`src/rtl/iob_rr_merge.sv`:
```
// Round-robin merge of N IOb manager ports onto one IOb subordinate port.
// One transaction is outstanding at a time; the grant is held until write accept or read response.
//
// state | meaning
// ARB   | no grant; pick the next requester after last_idx (one-cycle bubble)
// GRANT | request of manager gnt_idx forwarded to the subordinate
// RESP  | read accepted; waiting for rvalid_i to return to manager gnt_idx
module iob_rr_merge #(
    parameter int DATA_W = 32,
    parameter int ADDR_W = 32,
    parameter int N      = 2
) (
    input  logic                    clk_i,
    input  logic                    arst_i,
    input  logic                    cke_i,
    input  logic [N-1:0]            avalid_i,
    input  logic [N*ADDR_W-1:0]     addr_i,
    input  logic [N*DATA_W-1:0]     wdata_i,
    input  logic [N*DATA_W/8-1:0]   wstrb_i,
    output logic [N-1:0]            ready_o,
    output logic [N-1:0]            rvalid_o,
    output logic [N*DATA_W-1:0]     rdata_o,
    output logic                    avalid_o,
    output logic [ADDR_W-1:0]       addr_o,
    output logic [DATA_W-1:0]       wdata_o,
    output logic [DATA_W/8-1:0]     wstrb_o,
    input  logic                    ready_i,
    input  logic                    rvalid_i,
    input  logic [DATA_W-1:0]       rdata_i,
    output logic                    busy_o
);

    localparam int NBITS  = $clog2(N);
    localparam int STRB_W = DATA_W / 8;

    typedef enum logic [1:0] {ARB, GRANT, RESP} state_t;

    state_t            state;
    logic [NBITS-1:0]  gnt_idx;
    logic [NBITS-1:0]  last_idx;

    logic              pick_found;
    logic [NBITS-1:0]  pick_idx;
    logic [NBITS-1:0]  cand;

    logic              sel_avalid;
    logic [ADDR_W-1:0] sel_addr;
    logic [DATA_W-1:0] sel_wdata;
    logic [STRB_W-1:0] sel_wstrb;

    // Rotating priority: search starts just after the last manager served.
    always_comb begin
        pick_found = 1'b0;
        pick_idx   = '0;
        cand       = '0;
        for (int i = 1; i <= N; i++) begin
            cand = NBITS'((int'(last_idx) + i) % N);
            if (!pick_found && avalid_i[cand]) begin
                pick_found = 1'b1;
                pick_idx   = cand;
            end
        end
    end

    always_comb begin
        sel_avalid = avalid_i[gnt_idx];
        sel_addr   = addr_i[int'(gnt_idx)*ADDR_W +: ADDR_W];
        sel_wdata  = wdata_i[int'(gnt_idx)*DATA_W +: DATA_W];
        sel_wstrb  = wstrb_i[int'(gnt_idx)*STRB_W +: STRB_W];
    end

    always_comb begin
        avalid_o = 1'b0;
        addr_o   = '0;
        wdata_o  = '0;
        wstrb_o  = '0;
        ready_o  = '0;
        rvalid_o = '0;
        rdata_o  = '0;
        case (state)
            GRANT: begin
                avalid_o         = sel_avalid;
                addr_o           = sel_addr;
                wdata_o          = sel_wdata;
                wstrb_o          = sel_wstrb;
                ready_o[gnt_idx] = ready_i;
            end
            RESP: begin
                rvalid_o[gnt_idx]                        = rvalid_i;
                rdata_o[int'(gnt_idx)*DATA_W +: DATA_W] = rdata_i;
            end
            default: ;
        endcase
        busy_o = (state != ARB);
    end

    always_ff @(posedge clk_i or posedge arst_i) begin
        if (arst_i) begin
            state    <= ARB;
            gnt_idx  <= '0;
            last_idx <= NBITS'(N - 1);
        end else if (cke_i) begin
            case (state)
                ARB: begin
                    if (pick_found) begin
                        gnt_idx <= pick_idx;
                        state   <= GRANT;
                    end
                end
                GRANT: begin
                    // A requester that withdraws before acceptance forfeits its turn.
                    if (!sel_avalid) begin
                        last_idx <= gnt_idx;
                        state    <= ARB;
                    end else if (ready_i) begin
                        if (|sel_wstrb) begin
                            last_idx <= gnt_idx;
                            state    <= ARB;
                        end else begin
                            state <= RESP;
                        end
                    end
                end
                RESP: begin
                    if (rvalid_i) begin
                        last_idx <= gnt_idx;
                        state    <= ARB;
                    end
                end
                default: state <= ARB;
            endcase
        end
    end

endmodule

```
`config.mk`:
```
export PLATFORM = sky130hd
export DESIGN_NAME = iob_rr_merge
export DESIGN_NICKNAME = d
export VERILOG_FILES = /design/src/rtl/iob_rr_merge.sv
export SDC_FILE = /design/constraint.sdc
export NUM_CORES = 1
export LEC_CHECK = 0
export ABC_AREA = 1
export BUFFER_PORTS_ARGS = -buffer_cell sky130_fd_sc_hd__buf_4
export CORE_AREA = 2 2 121 123
export DETAILED_ROUTE_END_ITERATION = 8
export DIE_AREA = 0 0 123 125
export SLEW_MARGIN = 5
export SYNTH_ARGS = -nofsm -noshare
export SYNTH_HDL_FRONTEND = slang
export SYNTH_SLANG_ARGS = --single-unit
```
`constraint.sdc`:
```
create_clock -name clk_i -period 3.5 [get_ports clk_i]
set_input_delay 0.525 -clock clk_i [delete_from_list [all_inputs] [get_ports clk_i]]
set_output_delay 0.525 -clock clk_i [all_outputs]
set_load 0.02 [all_outputs]
```
==> results.toml, run 1 <==
[outcome]
status = "complete, no violations"

[final_layout]
area_delta_synth_final_pct = 155
final_cells = 858
fillers = 1588
final_nets = 850
drive_above_1_share_pct = 48.4
utilization_pct = 29.8
layout_common_cells = "buf_4 (315), nand2_1 (158), nor2_1 (72)"
n_antenna_cell = 0
layout_commonest_cell = "buf_4"

[placed_design]
gp_congestion = 0.751
dp.cells = 854
io_buffers = 312
place_ws_ns = 1.23
hpwl_mm = 7.96

[route]
first_pass_iters = 4
vias_per_cell = 3.89
drt_wl_total_mm = 9.81
vias = 3337
first_iter_violations = 75
detail-route-antenna-nets = 0
wl_per_cell_um = 11.4
drc_errors = 0

[synthesis]
synth_nets = 556
synth_warnings = 0
ys_ff_latch = 4
avgSynthCellArea_um2 = 4.36
synthesis.area_um2 = 1660
syn_inst = 381
synth-seq-area-share_pct = 6.10
synth_cell_types = 19

[sta]
rsz0062_at_grt = "false"
tns_ns = 0
worst_slew_pin_slew_ns = 1.09
setup_viol_count_final = 0
timing.final.crit_period_ns = 2.49
max_freq_ghz = 0.401
drv_slew = 0
finalHoldViolations = 0
slew_headroom_pct = 27.4
finClkSkew_ns = 0.00393
period_share_pct = 71.2
setup_slack_ns = 1.01

[setup_path]
end_kind = "output pin"
critPathMaxFanout = 33
r2r_start = "gnt_idx$_DFFE_PP0P_"
cp-startpoint = "state[0]$_DFFE_PP0P_"
cp-start-kind = "flip-flop"
crit_arrival_ns = 1.97
reg2reg_depth = 7
critPathRequiredTime_ns = 2.97
path_class = "flip-flop to output pin"

[pwr]
power_uw = 2180
p_per_area_nw_per_um2 = 514
switching_power_uw = 1220
internal-power_uw = 960
netSwitchingFraction_pct = 55.9
clkPwrFrac_pct = 8.7
ir_drop_uv = 246
total_leakage_power_uw = 0.00253
p_seq_share_pct = 3.9
p_comb_share_pct = 87.4

[floorplanning]
die_height_um = 125
initial_core_util_pct = 11.7
coreArea_um2 = 14200
num_io_pins = 313
dieArea_um2 = 15400
num_rows = 44
die_w_um = 123

[global_routing]
grt_max_degree = 70
grt.overflow.total = 0
grt_pass1_wl_mm = 14.0
first_global_vias = 2875
grt_usage_pct = 11.3
grt_antenna_before_repair = 0

[clock_tree]
clk_latency_ns = 0.23
clockBufferDepth = 2
numClockSinks = 4
ctsHoldBuffers = 0
clockRootBuffer = "clkbuf_16"
cts.repair.resized = 0
path_clk_slew_ns = 0.03
cts_made_buffers = 3
h-tree-depth = 1
postCtsSetupBuffers = 0
cts_tree = "done"

[job]
drv_cap = 0

[min_path]
min_path_type = "primary input to asynchronous set/reset pin"
-- final cells by class --
class / instances / area (um^2) / area share [%]
clock buffers: 4 / 78.8 / 1.86
inverters: 39 / 146 / 3.46
flip-flops and latches: 4 / 103 / 2.42
multi-input cells: 310 / 1270 / 30.0
well taps: 184 / 230 / 5.44
repair buffers: 317 / 2400 / 56.8
-- sequential cells by signal, indices dropped and copies added, names as in the netlist --
register,cells
state,2
gnt_idx,1
last_idx,1
-- kinds of logic (layout without fill, tap and decap cells) --
family | count (synthesis) | count (layout) | synth area share, %
buf+inv | 67 | 360 | 17.3
simple gates | 239 | 239 | 55.0
flops | 4 | 4 | 6.10
compound gates | 71 | 71 | 21.6
-- synth_stat cells --
master	number	area share [%]
nand2_1	158	36
nor2_1	72	16
a21oi_1	68	20
inv_1	37	8.4
buf_2	13	3.9
buf_1	7	1.6
buf_4	5	2.3
nand3_1	4	1.2
clkbuf_1	3	0.68
dfrtp_1	3	4.5
inv_2	2	0.45
nor3_1	2	0.60
a21oi_2	1	0.53
dfstp_2	1	1.6
nand2_2	1	0.38
nand3b_1	1	0.45
nand4_1	1	0.38
o21ai_0	1	0.30
o21ai_1	1	0.30
-- power by group through the flow --
stage | sequential, uW | combinational (uW) | clock [uW]
after floorplan | 77.7 | 1110 | 0
after global placement | 84.8 | 1930 | 0
after detailed placement | 85.3 | 1930 | 0
after CTS | 85.1 | 1930 | 193
after global routing | 87.8 | 2080 | 196
final | 85.0 | 1900 | 189
-- stage by stage --
| step | hold WS (ns) | cell area (um^2) |
|---|---|---|
| detailed placement | 0.432 | 4160 |
| global route | 0.197 | 4240 |
| floorplan | 0.290 | 1660 |
| global placement | 0.429 | 4160 |
| CTS | 0.188 | 4240 |
| finish | 0.187 | 4240 |
-- critical path: stages, from the launching register on --
cell and delay [ns]:
dfrtp_1 0.41, nor2_1 0.19, nand2_1 0.63, nor2_1 0.31, buf_4 0.18
-- per-layer routing --
metal	share of wire [%]	wire, um	vias up	track usage, %
li1	-	-	1745	-
met1	36	3490	1402	11.6
met2	53	5150	183	22.9
met3	11	1070	7	2.05
met4	0.97	95	0	2.27
met5	0	0	-	0
-- path summary, 6_finish.rpt --
check	slack [ns]	to
worst max register to register	1.75	state[1]$_DFFE_PP0P_
worst max-delay path	1.01	rdata_o[51]
min in group clk_i	0.46	last_idx$_DFFE_PP1P_
worst min register to register	0.46	last_idx$_DFFE_PP1P_
max in group asynchronous	3.08	last_idx$_DFFE_PP1P_
worst min-delay path	0.19	state[0]$_DFFE_PP0P_
No activity file was read; power rests on OpenSTA's default activity.
==> run 2: changes to the inputs <==
Settings changed: ABC_AREA 1 to 0, CORE_AREA 2 2 121 123 to 2 2 122 124, DIE_AREA 0 0 123 125 to 0 0 124 126.
Clock period 3.5 ns to 2.5 ns, I/O delays scaled along.
==> results.toml, run 2 <==
[sta]
timing.final.crit_period_ns = 2.09
hold_ws_ns = 0.0373
finClkSkew_ns = 0.00117
setup_slack_ns = 0.410
max_freq_ghz = 0.478
slew_headroom_pct = 73.7
worst_slew_pin_slew_ns = 0.395
rsz0062_at_grt = "false"
setup_viol_count_final = 0
period_share_pct = 83.6
drv_slew = 0
finalHoldViolations = 0
tns_ns = 0

[synthesis]
synth_cell_types = 31
synth_largest_area_cell = "mux2i_1"
yosysTopAreaCellShare_pct = 36.3
avgSynthCellArea_um2 = 7.18
synth_common_cells = "nor2_1 (71), mux2i_1 (68), and2_1 (66)"
synthMostInstantiatedCell = "nor2_1"
synth-seq-area-share_pct = 5.41
syn_inst = 261
async_reset_ff_share_pct = 100
ys_ff_latch = 4
synth_nets = 436
synth_warnings = 0
synth_area_leaders = "mux2i_1 (36%), and2_1 (22%), nor2_1 (14%)"
synthesis.area_um2 = 1870
ys.flop_type = "dfrtp_1"
synth_edf_count = 0

[setup_path]
cp-start-kind = "flip-flop"
crit_top_cell = "buf_4"
r2r_start = "state[0]$_DFFE_PP0P_"
crit_chain = "nand2b_4, buf_4, nor3b_1, buf_4"
slowest_stage = "dfrtp_1"
reg2reg_depth = 5
path_class = "flip-flop to output pin"
rrSetupSlack_ns = 0.73
critPathRequiredTime_ns = 2.12
end_kind = "output pin"
crit_arrival_ns = 1.72
r2r_end = "last_idx$_DFFE_PP1P_"
crit_path_max_incr_delay_ns = 0.57
critPathMaxFanout = 22

[final_layout]
area_delta_synth_final_pct = 139
final_area_um2 = 4470
layout_commonest_cell = "buf_4"
layout_common_cells = "buf_4 (320), nor2_1 (71), mux2i_1 (68)"
top_regs = "state (2), gnt_idx (1), last_idx (1)"
n_antenna_cell = 0
largest_reg_flops = 2
largest_register = "state"
drive_above_1_share_pct = 59.6
final_nets = 738

[clock_tree]
postCtsSetupBuffers = 0
h-tree-depth = 1
cts.repair.resized = 0
ctsHoldBuffers = 0
numClockSinks = 4
cts_made_buffers = 3
cts_tree = "done"
clockRootBuffer = "clkbuf_16"
clk_latency_ns = 0.22
clockBufferDepth = 2
path_clk_slew_ns = 0.03

[floorplanning]
num_rows = 44
dieArea_um2 = 15600
die_height_um = 126
die_w_um = 124
coreArea_um2 = 14300
initial_core_util_pct = 13.1
num_io_pins = 313

[route]
wl_per_cell_um = 13.0
first_pass_iters = 4
drt_wl_total_mm = 9.73
vias_per_cell = 3.90
first_iter_violations = 44
vias = 2909
drc_errors = 0
detail-route-antenna-nets = 0

[global_routing]
grt.overflow.total = 0
first_global_vias = 2759
grt_antenna_before_repair = 0
grt_usage_pct = 10.9
grt_pass1_wl_mm = 13.6
grt_max_degree = 37

[pwr]
power_uw = 3460
ir_drop_uv = 306
p_per_area_nw_per_um2 = 773
total_leakage_power_uw = 0.00251

[placed_design]
io_buffers = 312
place_area_um2 = 4390
hpwl_mm = 8.38
gp_congestion = 0.782
place_ws_ns = 0.610

[min_path]
min_path_type = "primary input to asynchronous set/reset pin"

[job]
drv_cap = 0

[outcome]
status = "complete, no violations"
[run 2: cell count changes in the layout (fill, tap and decap cells not counted), moves of 2 or more]
cell / delta
a21oi_1: -68
and2_1: +66
buf_4: +5
inv_1: -35
inv_2: -2
mux2i_1: +68
nand2_1: -153
nand3_1: -4
[run 2: layer usage]
metal / wire length, um / global-route usage (%)
met5: 0 / 0
met4: 34 / 1.12
met3: 1150 / 2.17
met2: 5240 / 22.9
met1: 3290 / 11.1
[run 2: logic make-up (layout without fill, tap and decap cells)]
| group | Yosys count | after routing | synth area share (%) |
|---|---|---|---|
| buf+inv | 27 | 328 | 9.09 |
| compound gates | 5 | 5 | 4.14 |
| flops | 4 | 4 | 5.41 |
| xor+xnor | 1 | 1 | 0.468 |
| mux | 70 | 70 | 37.9 |
| simple gates | 154 | 154 | 43.0 |
[run 2: cell type report]
class / instances / area (um^2)
inverter: 2 / 7.51
timing repair buffer: 322 / 2440
sequential: 4 / 105
multi-input combinational: 230 / 1610
tap: 184 / 230
clock buffer: 4 / 78.8
fill: 1580 / 9840
[run 2: report_power, final]
part	internal (uW)	leakage (uW)	switching, uW
sequential	106	0.0000464	74.5
clock	211	0.0000382	47.0
combinational	1420	0.00242	1600
[run 2: how the worst max path moves through the flow]
stage / from / endpoint / slack (ns) / cells after the start
after floorplan: state[1]$_DFFE_PP0P_ / ready_o[0] / 0.64 / 5
after global placement: state[0]$_DFFE_PP0P_ / ready_o[0] / 0.59 / 4
after detailed placement: state[0]$_DFFE_PP0P_ / ready_o[0] / 0.61 / 4
after CTS: state[0]$_DFFE_PP0P_ / ready_o[0] / 0.36 / 4
after global routing: state[0]$_DFFE_PP0P_ / ready_o[0] / 0.25 / 4
final: state[0]$_DFFE_PP0P_ / ready_o[0] / 0.41 / 4
[run 2: worst max-delay path, delay by kind of cell, from the launching register on]
kind,cells,cell delay (ns)
buffers and inverters,2,0.45
DFF,1,0.57
and+or+nand+nor,2,0.46
[run 2: through the flow]
stage,utilization (%),instances
floorplan,-,261
global placement,30.7,742
detailed placement,30.7,742
CTS,31.2,746
global route,31.2,746
finish,31.2,746
